[config.mk]
export PLATFORM = sky130hd
export DESIGN_NAME = ddr_frame_arbiter
export DESIGN_NICKNAME = d
export VERILOG_FILES = /design/src/rtl/ddr_frame_pkg.sv /design/src/rtl/ddr_addr_gen.sv /design/src/rtl/ddr_frame_arbiter.sv
export SDC_FILE = /design/constraint.sdc
export NUM_CORES = 1
export LEC_CHECK = 0
export BUFFER_PORTS_ARGS = -buffer_cell sky130_fd_sc_hd__buf_2
export CAP_MARGIN = 20
export CORE_AREA = 4 4 220 222
export CTS_BUF_LIST = sky130_fd_sc_hd__clkbuf_8
export DETAILED_ROUTE_END_ITERATION = 10
export DIE_AREA = 0 0 224 226
export GPL_TIMING_DRIVEN = 0
export SLEW_MARGIN = 20
export SYNTH_ARGS = -nofsm -noshare
export SYNTH_HDL_FRONTEND = slang
export SYNTH_SLANG_ARGS = --single-unit
[constraint.sdc]
create_clock -name clk -period 6 [get_ports clk]
set_input_delay 0.9 -clock clk [delete_from_list [all_inputs] [get_ports clk]]
set_output_delay 0.9 -clock clk [all_outputs]
set_load 0.05 [all_outputs]
[src/rtl/ddr_frame_pkg.sv]
// ddr_frame_pkg: shared arbiter states, app command codes and frame geometry
package ddr_frame_pkg;
  typedef enum logic [1:0] {IDLE, WR_BURST, RD_CMD, RD_WAIT} arb_state_t;
  localparam logic [2:0] APP_CMD_WR = 3'd0;
  localparam logic [2:0] APP_CMD_RD = 3'd1;
  localparam int IMG_W = 640;
  localparam int IMG_H = 480;
  localparam int PIX_BITS = 16;
  localparam int APP_DATA_W = 128;
  localparam int FRAME_WORDS_DEF = IMG_W * IMG_H * PIX_BITS / APP_DATA_W;
  localparam int BURST_LEN_DEF = 64;
  localparam int OFFS_W = 17;
endpackage

[src/rtl/ddr_addr_gen.sv]
// ddr_addr_gen: per-path word offset counter with frame wrap and banked app address
module ddr_addr_gen
  import ddr_frame_pkg::*;
#(
  parameter int FRAME_WORDS = FRAME_WORDS_DEF,
  parameter int ADDR_W = 28,
  parameter logic [ADDR_W-1:0] BANK_BASE1 = ADDR_W'('h0080000)
) (
  input  logic              clk,
  input  logic              rst_n,
  input  logic              i_adv,
  input  logic              i_clr,
  input  logic              i_bank,
  output logic [ADDR_W-1:0] o_addr,
  output logic              o_wrap
);
  logic [OFFS_W-1:0] r_offset;
  assign o_wrap = i_adv && (r_offset == OFFS_W'(FRAME_WORDS - 1));
  assign o_addr = (i_bank ? BANK_BASE1 : '0) + ADDR_W'({r_offset, 3'b000});
  // offset steps once per accepted word and returns to zero at frame end or on restart
  always_ff @(posedge clk)
    if (!rst_n) r_offset <= '0;
    else r_offset <= (o_wrap || i_clr) ? '0 : r_offset + OFFS_W'(i_adv);
endmodule

[src/rtl/ddr_frame_arbiter.sv]
// ddr_frame_arbiter: ping-pong DDR3 frame buffer arbiter between camera writes and UDP reads
module ddr_frame_arbiter
  import ddr_frame_pkg::*;
#(
  parameter int BURST_LEN = BURST_LEN_DEF,
  parameter int FRAME_WORDS = FRAME_WORDS_DEF,
  parameter int ADDR_W = 28,
  parameter logic [ADDR_W-1:0] BANK_BASE1 = ADDR_W'('h0080000),
  parameter int CNT_W = 10
) (
  input  logic              clk,
  input  logic              rst_n,
  input  logic              init_calib_complete,
  input  logic              frame_start,
  input  logic              rd_enable,
  input  logic [CNT_W-1:0]  cam_fifo_cnt,
  input  logic [127:0]      cam_fifo_rd_data,
  output logic              cam_fifo_rd_en,
  input  logic [CNT_W-1:0]  ddr_fifo_space,
  output logic              ddr_fifo_wr_en,
  output logic [127:0]      ddr_fifo_wr_data,
  output logic [ADDR_W-1:0] app_addr,
  output logic [2:0]        app_cmd,
  output logic              app_en,
  input  logic              app_rdy,
  output logic [127:0]      app_wdf_data,
  output logic              app_wdf_wren,
  output logic              app_wdf_end,
  input  logic              app_wdf_rdy,
  input  logic [127:0]      app_rd_data,
  input  logic              app_rd_data_valid,
  output logic              ddr_wr_done,
  output logic              ddr_rd_done,
  output logic              frame_valid
);
  localparam int BC_W = $clog2(BURST_LEN + 1);
  localparam logic [BC_W-1:0] LAST = BC_W'(BURST_LEN - 1);
  localparam logic [CNT_W-1:0] BURST_CNT = CNT_W'(BURST_LEN);
  arb_state_t r_state;
  logic [BC_W-1:0] r_beat, r_ret;
  logic [2:0] r_app_cmd;
  logic r_app_en, r_wdf, r_wr_done, r_rd_done, r_frame_valid;
  logic r_wr_bank, r_rd_bank, r_rd_bank_next, r_restart_pend, r_rd_last;
  logic w_wr_acc, w_rd_acc, w_rd_phase, w_ret_fin, w_restart, w_wr_wrap, w_rd_wrap;
  logic [ADDR_W-1:0] w_wr_addr, w_rd_addr;
  assign w_wr_acc = (r_state == WR_BURST) && app_rdy && app_wdf_rdy;
  assign w_rd_acc = (r_state == RD_CMD) && app_rdy;
  assign w_rd_phase = (r_state == RD_CMD) || (r_state == RD_WAIT);
  assign w_ret_fin = w_rd_phase && app_rd_data_valid && (r_ret == LAST);
  assign w_restart = (r_state == IDLE) && (r_restart_pend || frame_start);
  ddr_addr_gen #(.FRAME_WORDS(FRAME_WORDS), .ADDR_W(ADDR_W), .BANK_BASE1(BANK_BASE1)) u_wr_gen (
    .clk(clk), .rst_n(rst_n), .i_adv(w_wr_acc), .i_clr(w_restart), .i_bank(r_wr_bank),
    .o_addr(w_wr_addr), .o_wrap(w_wr_wrap)
  );
  ddr_addr_gen #(.FRAME_WORDS(FRAME_WORDS), .ADDR_W(ADDR_W), .BANK_BASE1(BANK_BASE1)) u_rd_gen (
    .clk(clk), .rst_n(rst_n), .i_adv(w_rd_acc), .i_clr(1'b0), .i_bank(r_rd_bank),
    .o_addr(w_rd_addr), .o_wrap(w_rd_wrap)
  );
  assign cam_fifo_rd_en = w_wr_acc;
  assign app_wdf_data = (r_state == WR_BURST) ? cam_fifo_rd_data : '0;
  assign ddr_fifo_wr_en = w_rd_phase && app_rd_data_valid;
  assign ddr_fifo_wr_data = w_rd_phase ? app_rd_data : '0;
  assign app_addr = (r_state == RD_CMD) ? w_rd_addr : w_wr_addr;
  assign app_cmd = r_app_cmd;
  assign app_en = r_app_en;
  assign app_wdf_wren = r_wdf;
  assign app_wdf_end = r_wdf;
  assign ddr_wr_done = r_wr_done;
  assign ddr_rd_done = r_rd_done;
  assign frame_valid = r_frame_valid;
  // burst sequencer: writes win arbitration because the camera cannot stall
  always_ff @(posedge clk)
    if (!rst_n) begin
      r_state <= IDLE;
      r_beat <= '0;
      r_ret <= '0;
      r_app_en <= 1'b0;
      r_app_cmd <= APP_CMD_WR;
      r_wdf <= 1'b0;
    end else begin
      case (r_state)
        IDLE: begin
          r_beat <= '0;
          r_ret <= '0;
          if (init_calib_complete && cam_fifo_cnt >= BURST_CNT) begin
            r_state <= WR_BURST;
            r_app_en <= 1'b1;
            r_app_cmd <= APP_CMD_WR;
            r_wdf <= 1'b1;
          end else if (init_calib_complete && rd_enable && r_frame_valid && ddr_fifo_space >= BURST_CNT) begin
            r_state <= RD_CMD;
            r_app_en <= 1'b1;
            r_app_cmd <= APP_CMD_RD;
          end
        end
        WR_BURST: if (w_wr_acc) begin
          r_beat <= r_beat + BC_W'(1);
          if (r_beat == LAST) begin
            r_state <= IDLE;
            r_app_en <= 1'b0;
            r_wdf <= 1'b0;
          end
        end
        RD_CMD: begin
          r_ret <= r_ret + BC_W'(app_rd_data_valid);
          if (w_rd_acc) begin
            r_beat <= r_beat + BC_W'(1);
            if (r_beat == LAST) begin
              r_state <= RD_WAIT;
              r_app_en <= 1'b0;
              r_app_cmd <= APP_CMD_WR;
            end
          end
        end
        RD_WAIT: begin
          r_ret <= r_ret + BC_W'(app_rd_data_valid);
          if (w_ret_fin) r_state <= IDLE;
        end
        default: r_state <= IDLE;
      endcase
    end
  // frame bookkeeping: done pulses, bank handoff, valid flag and deferred restart
  always_ff @(posedge clk)
    if (!rst_n) begin
      r_wr_done <= 1'b0;
      r_rd_done <= 1'b0;
      r_frame_valid <= 1'b0;
      r_wr_bank <= 1'b0;
      r_rd_bank <= 1'b0;
      r_rd_bank_next <= 1'b0;
      r_restart_pend <= 1'b0;
      r_rd_last <= 1'b0;
    end else begin
      r_wr_done <= w_wr_wrap;
      r_rd_done <= w_ret_fin && (r_rd_last || w_rd_wrap);
      r_rd_last <= w_rd_wrap || (r_rd_last && !w_ret_fin);
      if (w_wr_wrap) begin
        r_frame_valid <= 1'b1;
        r_wr_bank <= ~r_wr_bank;
        r_rd_bank_next <= r_wr_bank;
      end
      if (w_rd_wrap) r_rd_bank <= r_rd_bank_next;
      r_restart_pend <= !w_restart && (r_restart_pend || frame_start);
    end
endmodule

; Word-level counts from Yosys, hierarchy flattened
; Cells that the tools add are included.
[word_totals]
reg_bits = 63
input_bits = 284
out_inout_bits = 295
wordCells = 107
[op_classes]
addsub = 6
order_cmp = 2
n_eq_ne = 14
n_mux = 32
bitwise = 2
reduce_logical = 35
[ops]
columns = op, count
row1 = $mux 128, 2
row2 = $add 28x20->28, 2
row3 = $mux 20, 2
row4 = $add 17x1->17, 2
row5 = $eq 17x16->1 const B, 2
row6 = $mux 28, 1
row7 = $pmux 7 s3, 1
row8 = $ge 10x7->1 const B, 2
row9 = $logic_and 1x1->1, 15
row10 = $eq 7x6->1 const B, 2
row11 = $mux 2, 7
row12 = $mux 7, 2
row13 = $pmux 7 s2, 1
row14 = $mux 3, 4
row15 = $reduce_and 4->1, 3
row16 = $ne 2x1->1 const B, 5
row17 = $mux 1, 8
row18 = $pmux 2 s4, 1
row19 = $add 7x1->7, 1
row20 = $add 7x1->7 const B, 1
row21 = $pmux 3 s2, 1
row22 = $reduce_and 6->1, 1
row23 = $reduce_bool 2->1, 3
row24 = $reduce_or 2->1, 3
row25 = other kinds (12), 19

; Depth between registers and ports, before layout
[logic_depth]
word_depth = 7
mapped_depth = 11
depth_no_buf = 10

; Cells and area by module
; Synthesis repeated with hierarchy kept, for this count alone.
[hier_totals]
cells_unflattened = 700
area_unflattened_um2 = 5422.7
[modules_own_cells]
columns = module, instances, cells_each, area_per_inst_um2, seq_area_each_um2
row1 = ddr_frame_arbiter, 1, 464, 3400.8, 540.5
row2 = ddr_addr_gen, 2, 118, 1011.0, 340.3

; Least setup slack after synthesis
; No wires, ideal clock.
[synth_path]
path_type = reg2out
start = reg r_state[0]
end = out app_addr[17]
arrival_time_ps = 2102
required_ps = 5100
setup_slack_ps = 2998
path_stages_with_launch = 6
n_path_buf = 2
cell_sequence = dfxtp_1 -> inv_1 -> ha_1 -> buf_2 -> buf_1 -> o21ai_0
[synth_via]
elab_chain_cells = 2
[synth_lines]
columns = item, line_no
row1 = "start, declared", ddr_frame_arbiter.sv:39  ; arb_state_t r_state;
row2 = "start signal, assigned", ddr_frame_arbiter.sv:74  ; r_state <= IDLE;
row3 = "start signal, assigned", ddr_frame_arbiter.sv:86  ; r_state <= WR_BURST;
row4 = "start signal, assigned", ddr_frame_arbiter.sv:91  ; r_state <= RD_CMD;
row5 = $eq 2x2->1, ddr_frame_arbiter.sv:63  ; assign app_addr = (r_state == RD_CMD) ? w_rd_addr : w_wr_addr;
row6 = $mux 28, ddr_frame_arbiter.sv:63
row7 = "end, declared", ddr_frame_arbiter.sv:22  ; output logic [ADDR_W-1:0] app_addr,
; No other way between the ends.

; Final worst setup path
[layout_path]
start = reg r_state[0]
end = out ddr_fifo_wr_data[46]
[layout_via]
elab_chain_cells = 3
elab_cells_between_ends = 4
cone_classes = eq/ne: 2 / mux: 1 / reduce/logical: 1
[layout_lines]
columns = item, line_no
row1 = $eq 2x2->1, ddr_frame_arbiter.sv:48  ; assign w_rd_phase = (r_state == RD_CMD) || (r_state == RD_WAIT);
row2 = $logic_or 1x1->1 *, ddr_frame_arbiter.sv:48
row3 = $mux 128 *, ddr_frame_arbiter.sv:62  ; assign ddr_fifo_wr_data = w_rd_phase ? app_rd_data : '0;
row4 = "end, declared", ddr_frame_arbiter.sv:21  ; output logic [127:0] ddr_fifo_wr_data,
; Mark *: on every way between the ends. The rest lies on a longest branch, timed or not.

==> results.ini <==
[outcome]
outcome = finished, final reports clean

[route]
drc = 0
drtIter0Drc = 321
vias = 6611
via_per_inst = 3.58
detail-route-antenna-nets = 0
drt-total-wl_um = 37600
wire_per_inst_um = 20.4
drtPass1Iterations = 4

[floorplan]
io_pins = 579
rows = 79
die-area_um2 = 50600
die_w_um = 224
die_h_um = 226
initial_utilization_pct = 10.6
coreArea_um2 = 46400

[clocking]
cts_tree = yes
cts_resized = 0
post-cts-setup-buffers = 0
cts_hold_buf = 0
htree_levels = 3
cts_root_buffer = clkbuf_8
clk_pin_slew_worst_paths_ns = 0.07
insertion_delay_ns = 0.35
clock_path_buffers = 2
cts.sinks = 61
cts_made_buffers = 9

[power_and_ir_drop]
irDropWorstVdd_mv = 0.234
p_per_area_nw_per_um2 = 375
pwr-share-seq_pct = 13.6
power_leakage_uw = 0.00463
switchingPower_uw = 2150
internal-power_uw = 1110
p_sw_share_pct = 66.1
pwr-share-comb_pct = 77.0
clkPwrFrac_pct = 9.5

[global_routing]
grt_pass1_wl_um = 48900
antenna_found_initial = 35
grt_max_degree = 11
grt_pass1_vias = 6333
grtUsageTotal_pct = 13.7
overflow = 0

[yosys]
synth_adder_area_share_pct = 3.55
ys_seq_area_share_pct = 24.7
synth_compound_area_share_pct = 2.71
syn_avg_cell_area_um2 = 7.63
async_flop_share_pct = 0
synthTopCellsByCount = nor2b_1, and2_1, dfxtp_1, nor2_1, clkbuf_1
synth_top_family_by_area = simple AND/OR/NAND/NOR gates
synth_area_leaders = dfxtp_1, nor2b_1, and2_1, nor2_1, mux2_2
synthFlopType = dfxtp_1
postSynthCellCount = 647
yosysTopAreaCell = dfxtp_1
synth_seq_cells = 61
muxShareOfSynthArea_pct = 5.30
syn_area_um2 = 4930
ys_warn_count = 0
yosysTopAreaCellShare_pct = 24.7
yosys.area_share.simple_pct = 50.1
synth_xor_area_share_pct = 7.28
yosysMostFrequentCell = nor2b_1
synth_edf_count = 0
synth_cell_type_count = 47

[cells_and_area]
drive_gt1_share_pct = 49.9
layout-area-overhead-vs-synth_pct = 76.1
nets = 1520

[timing]
fmax_mhz = 257
slew_headroom_pct = 45.9
setup_violations = 0
slew_viol_final = 0
fin_skew_ns = 0.00651
finalHoldViolations = 0
grt_setup_unrepaired = false
hold_slack_ns = 0.461
period_needed_ns = 3.90
setup_tns_ns = 0
tightest_slew_ns = 0.804
fin_crit_sh_pct = 64.9

[setup_path]
crit_type = register to output port
cp-startpoint = r_state[0]
required_ns = 5.10
crit_path_max_fanout = 10
end_kind = output port
cp_data_arrival_time_ns = 3.00
reg2reg_from = r_state[0]
startpoint_type = register

[placement]
dp_hpwl_um = 34500
portBuffers = 553
place_congestion = 0.951

[hold_path]
hold_path_class = register to register
hp-start = app_cmd[0]

[flow_run]
maxCapViolCount = 0

through the flow:
stage / cell area [µm²] / util [%] / setup WS [ns] / std cells / total power [µW]
final: 8690 / 18.7 / 2.10 / 1846 / 3260
after global routing: 8670 / 18.7 / 1.90 / 1837 / 3420
after CTS: 8660 / 18.7 / 2.01 / 1834 / 3290
after detailed placement: 8500 / 18.3 / 2.40 / 1818 / 2980
after global placement: 8500 / 18.3 / 2.37 / 1818 / 2980
after floorplan: 4980 / - / 3.00 / 658 / 2240
layout make-up:
class | count | area [µm²]
Fill cell | 5314 | 37700
Buffer | 52 | 265
Multi-Input combinational cell | 533 | 3440
Tap cell | 607 | 759
Inverter | 12 | 45.0
Clock inverter | 7 | 33.8
Antenna cell | 12 | 30.0
Clock buffer | 9 | 124
Sequential cell | 61 | 1220
Timing Repair Buffer | 553 | 2770
flip-flops by register name, summed over array words and instances (netlist names):
name / flops
ddr_wr_done: 1
u_rd_gen.r_offset: 17
r_rd_bank: 1
r_rd_bank_next: 1
r_ret: 7
r_state: 2
app_en: 1
r_wr_bank: 1
frame_valid: 1
r_rd_last: 1
app_cmd: 1
r_beat: 7
r_restart_pend: 1
u_wr_gen.r_offset: 17
app_wdf_end: 1
ddr_rd_done: 1
worst max-delay path, stage by stage (launching register included):
cell	delay (ns)
dfxtp_1	0.39
inv_1	0.10
ha_1	0.20
buf_2	0.18
nor2_1	0.40
clkbuf_1	0.59
clkbuf_1	0.37
nor2b_1	0.16
buf_2	0.24
cell usage in the layout (no fill, tap or decap), drive strengths merged:
cell type,n
nand4,10
dfxtp,61
nor4,6
a221o,1
nor2b,139
or2,1
o211ai,2
or3,1
inv,13
nor3,3
nand4b,1
and3,6
xor2,21
a21boi,2
o41ai,2
diode,12
o21ai,7
xnor2,20
and4,7
nand2,30
o21a,1
nor4b,3
buf,573
nand3,19
mux2i,7
conb,12
nand3b,2
nor2,59
nand2b,2
o31ai,1
a21oi,3
clkbuf,41
and2,131
clkinv,6
mux2,17
ha,14
nor3b,3
metal layers:
| layer | share of wire, % | GRT usage, % | vias up | wire length, µm |
|---|---|---|---|---|
| li1 | - | - | 3203 | - |
| met1 | 38 | 16.3 | 2981 | 14400 |
| met2 | 47 | 22.5 | 345 | 17600 |
| met3 | 12 | 6.98 | 66 | 4600 |
| met4 | 2.4 | 2.74 | 16 | 887 |
| met5 | 0.27 | 0 | - | 103 |
cell families after synthesis:
| group | Yosys count |
|---|---|
| flip-flops | 61 |
| XOR/XNOR | 41 |
| other | 1 |
| AND/OR/NAND/NOR | 423 |
| buffers and inverters | 64 |
| adder cells (fa/ha/maj) | 14 |
| multiplexers | 24 |
| AO/OA/AOI/OAI | 19 |
worst paths after layout:
kind,to,slack (ns),cells past startpoint
worst max register to register,u_rd_gen.r_offset[12],3.76,11
worst min register to register,app_cmd[0],0.46,2
worst min-delay path,app_cmd[0],0.46,2
worst max-delay path,ddr_fifo_wr_data[46],2.10,8
power by group through the flow:
stage | clock network [µW] | registers (µW) | logic, µW
2_1_floorplan | 0 | 476 | 1770
3_3_place_gp | 0 | 452 | 2530
3_5_place_dp | 0 | 452 | 2520
4_1_cts | 320 | 443 | 2530
5_1_grt | 340 | 445 | 2640
6_report | 308 | 443 | 2510
Power figures use the tool's default switching activity.
